==> src/rtl/par_check_rx.sv <==
// Serial parity-checking receiver: start bit, DATA_W data bits LSB-first,
// parity bit, stop bit; one bit per bit_en strobe.
module par_check_rx #(
  parameter int DATA_W = 3,
  parameter bit ODD    = 1'b0
) (
  input  logic              clk,
  input  logic              rst,
  input  logic              bit_en,
  input  logic              sin,
  output logic [DATA_W-1:0] dout,
  output logic              dout_valid,
  output logic              par_err,
  output logic              frm_err,
  output logic              busy
);

  localparam int CNT_W = (DATA_W > 1) ? $clog2(DATA_W) : 1;
  localparam logic [CNT_W-1:0] LAST_BIT = CNT_W'(DATA_W - 1);

  typedef enum logic [1:0] {IDLE, DATA, PAR, STOP} state_t;

  state_t            state_q, state_d;
  logic [CNT_W-1:0]  cnt;
  logic [DATA_W-1:0] shreg;
  logic              par_acc;
  logic              start_clr, shift_en, par_en, done;

  always_ff @(posedge clk or posedge rst) begin
    if (rst) state_q <= IDLE;
    else     state_q <= state_d;
  end

  always_comb begin
    state_d   = state_q;
    start_clr = 1'b0;
    shift_en  = 1'b0;
    par_en    = 1'b0;
    done      = 1'b0;
    case (state_q)
      IDLE: if (bit_en && !sin) begin
        start_clr = 1'b1;
        state_d   = DATA;
      end
      DATA: if (bit_en) begin
        shift_en = 1'b1;
        if (cnt == LAST_BIT) state_d = PAR;
      end
      PAR: if (bit_en) begin
        par_en  = 1'b1;
        state_d = STOP;
      end
      STOP: if (bit_en) begin
        done    = 1'b1;
        state_d = IDLE;
      end
      default: state_d = IDLE;
    endcase
  end

  // Bit counter and running parity are cleared on the start strobe
  always_ff @(posedge clk or posedge rst) begin
    if (rst) begin
      cnt     <= '0;
      par_acc <= 1'b0;
    end else begin
      if (start_clr)     cnt <= '0;
      else if (shift_en) cnt <= cnt + CNT_W'(1);
      if (start_clr)                 par_acc <= 1'b0;
      else if (shift_en || par_en)   par_acc <= par_acc ^ sin;
    end
  end

  // Shift register is pure data and carries no reset
  always_ff @(posedge clk) begin
    if (shift_en) shreg[cnt] <= sin;
  end

  // Frame completion: outputs register on the stop strobe and hold until the next frame
  always_ff @(posedge clk or posedge rst) begin
    if (rst) begin
      dout_valid <= 1'b0;
      dout       <= '0;
      par_err    <= 1'b0;
      frm_err    <= 1'b0;
    end else begin
      dout_valid <= done;
      if (done) begin
        dout    <= shreg;
        par_err <= par_acc ^ ODD;
        frm_err <= ~sin;
      end
    end
  end

  assign busy = (state_q != IDLE);

endmodule

==> config.mk <==
export PLATFORM = sky130hd
export DESIGN_NAME = par_check_rx
export DESIGN_NICKNAME = d
export VERILOG_FILES = /design/src/rtl/par_check_rx.sv
export SDC_FILE = /design/constraint.sdc
export NUM_CORES = 1
export LEC_CHECK = 0
export CORE_MARGIN = 2
export CORE_UTILIZATION = 54
export DETAILED_ROUTE_END_ITERATION = 7
export PLACE_DENSITY = 0.91
export SYNTH_ARGS = -nofsm -noshare
export SYNTH_HDL_FRONTEND = slang
export SYNTH_SLANG_ARGS = --single-unit
export TNS_END_PERCENT = 1
==> constraint.sdc <==
create_clock -name clk -period 2.3 [get_ports clk]
set_input_delay 0.345 -clock clk [delete_from_list [all_inputs] [get_ports clk]]
set_output_delay 0.345 -clock clk [all_outputs]
set_load 0.005 [all_outputs]
==> flow_metrics.py <==
metrics = {
    "die": {
        "die_w_microns": 40.3,
        "start_util": 0.560,
        "dieHeight_microns": 40.3,
        "core_sq_um": 1270,
        "dieArea_sq_um": 1620,
        "ios": 11,
        "rows": 13,
    },
    "routing": {
        "drt-initial-drc-count": 3,
        "via_count": 471,
        "drc": 0,
        "routed_wl_microns": 1100,
        "avgRoutedWirePerCell_microns": 12.6,
        "firstDrtPassIters": 2,
        "antenna_left": 0,
        "via_per_inst": 5.41,
    },
    "worst_setup_path": {
        "path_class": "flop to primary output",
        "cp.required_ns": 1.96,
        "worstSetupStartpointType": "flop",
        "cp_max_fo": 5,
        "critPathArrivalTime_ns": 1.57,
        "critPathCaptureType": "primary output",
    },
    "synth": {
        "syn_area_sq_um": 711,
        "synthTopCellsByArea": "dfrtp_1 (39%), edfxtp_1 (13%), ha_1 (12%)",
        "postSynthCellCount": 58,
        "yosysWarnings": 0,
        "syn_avg_cell_area_sq_um": 12.3,
        "synth.top_cell.area_share": 0.387,
        "synthesis.nets": 69,
        "ys_seq_area_frac": 0.514,
        "synth_top_cell_by_area": "dfrtp_1",
        "ys_seq_elements": 14,
        "yosysUniqueCellTypes": 19,
    },
    "power": {
        "clkPwrFrac": 0.131,
        "seq_power_share": 0.396,
        "peakVddDrop_uv": 693,
        "switching_share": 0.324,
        "p_comb_frac": 0.472,
        "p_switching_mw": 0.342,
        "powerDensity_nw_per_um2": 1230,
        "p_leak_nw": 0.402,
        "power.internal_mw": 0.715,
    },
    "layout": {
        "antenna_cells": 0,
        "nFillCells": 96,
        "design_area_sq_um": 856,
        "area_growth_pct": 20.4,
        "stdcell_count": 87,
        "nets": 84,
        "drive_above_1_share": 0.167,
    },
    "timing": {
        "min_period_ns": 1.91,
        "fin_setup_tns_ns": 0,
        "finClkSkew_ns": 0.00434,
        "finalCritPeriodShare": 0.832,
        "tightestPinTransition_ns": 0.410,
        "drv_slew": 0,
        "hold_slack_ns": 0.358,
        "fmax_mhz": 523,
        "hold_viol": 0,
        "setup_ws_ns": 0.387,
        "slew_headroom": 0.726,
        "setup_violations": 0,
        "rsz0062_at_grt": "no",
    },
    "clocking": {
        "ctsHtreeMaxLevel": 1,
        "cts_sinks": 14,
        "clockBufferDepth": 2,
        "cts_tree": "built",
        "post_cts_resized": 0,
        "cts_inserted_buffers": 3,
        "post_cts_buffers": 0,
        "hold_buffers": 0,
        "clkLatencyLatePin_ns": 0.27,
        "cts_root_buffer": "clkbuf_4",
        "clk_pin_slew_ns": 0.08,
    },
    "global_routing": {
        "grt.overflow.total": 0,
        "antenna_found_initial": 0,
        "grt_pass1_vias": 452,
        "grt_max_degree": 12,
        "grt_pass1_wl_microns": 1900,
        "track_usage": 0.186,
    },
    "placed_design": {
        "dpl_cell_area_sq_um": 830,
        "port_buffers": 10,
        "dpl.cell_count": 83,
        "dp_hpwl_microns": 907,
        "routabilityCongestion": 0.728,
        "dp_slack_ns": 0.291,
    },
    "min_path": {
        "hold_class": "primary input to asynchronous set/reset pin",
    },
    "outcome": {
        "status": "finished, final reports clean",
    },
    "job": {
        "cap_violations": 0,
    },
}
==> logic make-up (layout without fill, tap and decap cells) <==
kind of cell | after synthesis | count (layout) | synth area share
compound gates | 9 | 9 | 0.109
fa+ha+maj | 7 | 7 | 0.123
buf+inv | 8 | 22 | 0.0475
flops | 14 | 14 | 0.514
mux | 7 | 7 | 0.111
simple gates | 13 | 13 | 0.0951
==> cell type report <==
class                   instances  area, sq um  share of cell area
well taps                      15         18.8              0.0219
clock buffers                   4         26.3              0.0307
flip-flops and latches         14          365               0.427
multi-input cells              36          312               0.364
inverters                       7         26.3              0.0307
repair buffers                 11          108               0.126
==> final timing paths <==
check / start / to / slack [ns] / cells after the start
min: rst / frm_err / 0.36 / 2
max in group asynchronous: rst / state_q[1] / 1.65 / 2
max reg2reg: state_q[0] / state_q[1] / 0.70 / 5
min in group clk: frm_err / frm_err / 0.50 / 2
max: state_q[0] / busy / 0.39 / 4
min reg2reg: frm_err / frm_err / 0.50 / 2
==> layout by cell type, fill, tap and decap left out, drive strengths merged <==
| master | instances |
|---|---|
| nor2 | 3 |
| clkdlybuf4s50 | 10 |
| and3 | 3 |
| a2bb2oi | 1 |
| or2b | 1 |
| nand2 | 4 |
| edfxtp | 3 |
| dfrtp | 11 |
| ha | 7 |
| inv | 7 |
| a221oi | 1 |
| nor2b | 2 |
| buf | 1 |
| o21ba | 1 |
| mux2 | 7 |
| a21oi | 1 |
| a22o | 2 |
| clkbuf | 4 |
| o21ai | 3 |
==> flip-flops by register name (all words and copies together), names as in the netlist <==
register and cells:
par_err 1, state_q 2, par_acc 1, shreg 3, dout 3, cnt 2, dout_valid 1, frm_err 1
==> power by group through the flow <==
stage               registers, mW  logic [mW]  clock network, mW
floorplan                   0.415       0.320                  0
global placement            0.416       0.484                  0
detailed placement          0.425       0.506                  0
CTS                         0.419       0.507              0.143
global route                0.434       0.563              0.155
finish                      0.419       0.499              0.139
==> metal layers <==
layer  part of all wire  wire [microns]  global-route usage  up-vias
li1                   -               -                   -      226
met1               0.43             475               0.195      231
met5                  0               0                   0        -
met2               0.51             558               0.347       12
met4              0.016              18               0.100        0
met3              0.043              47              0.0333        2
==> Yosys cell counts <==
cell	instances
edfxtp_1	3
o21ai_0	3
mux2_2	5
inv_1	7
nand2_1	3
nor2b_1	2
a2bb2oi_1	1
o21ba_4	1
ha_1	7
nand2_2	1
a21oi_1	1
nor2_1	3
a221oi_2	1
a22o_1	2
mux2_1	2
buf_4	1
and3_1	3
dfrtp_1	11
or2b_1	1
==> metrics by stage <==
stage	utilization	total power [mW]
after CTS	0.675	1.07
after global routing	0.675	1.15
after floorplan	-	0.735
final	0.675	1.06
after global placement	0.654	0.900
after detailed placement	0.654	0.931
==> critical path: stages, from the launching register on <==
cell and delay [ns]:
dfrtp_1 0.40, inv_1 0.08, ha_1 0.26, inv_1 0.07
clkdlybuf4s50_1 0.49
(Power assumes the default switching activity.)
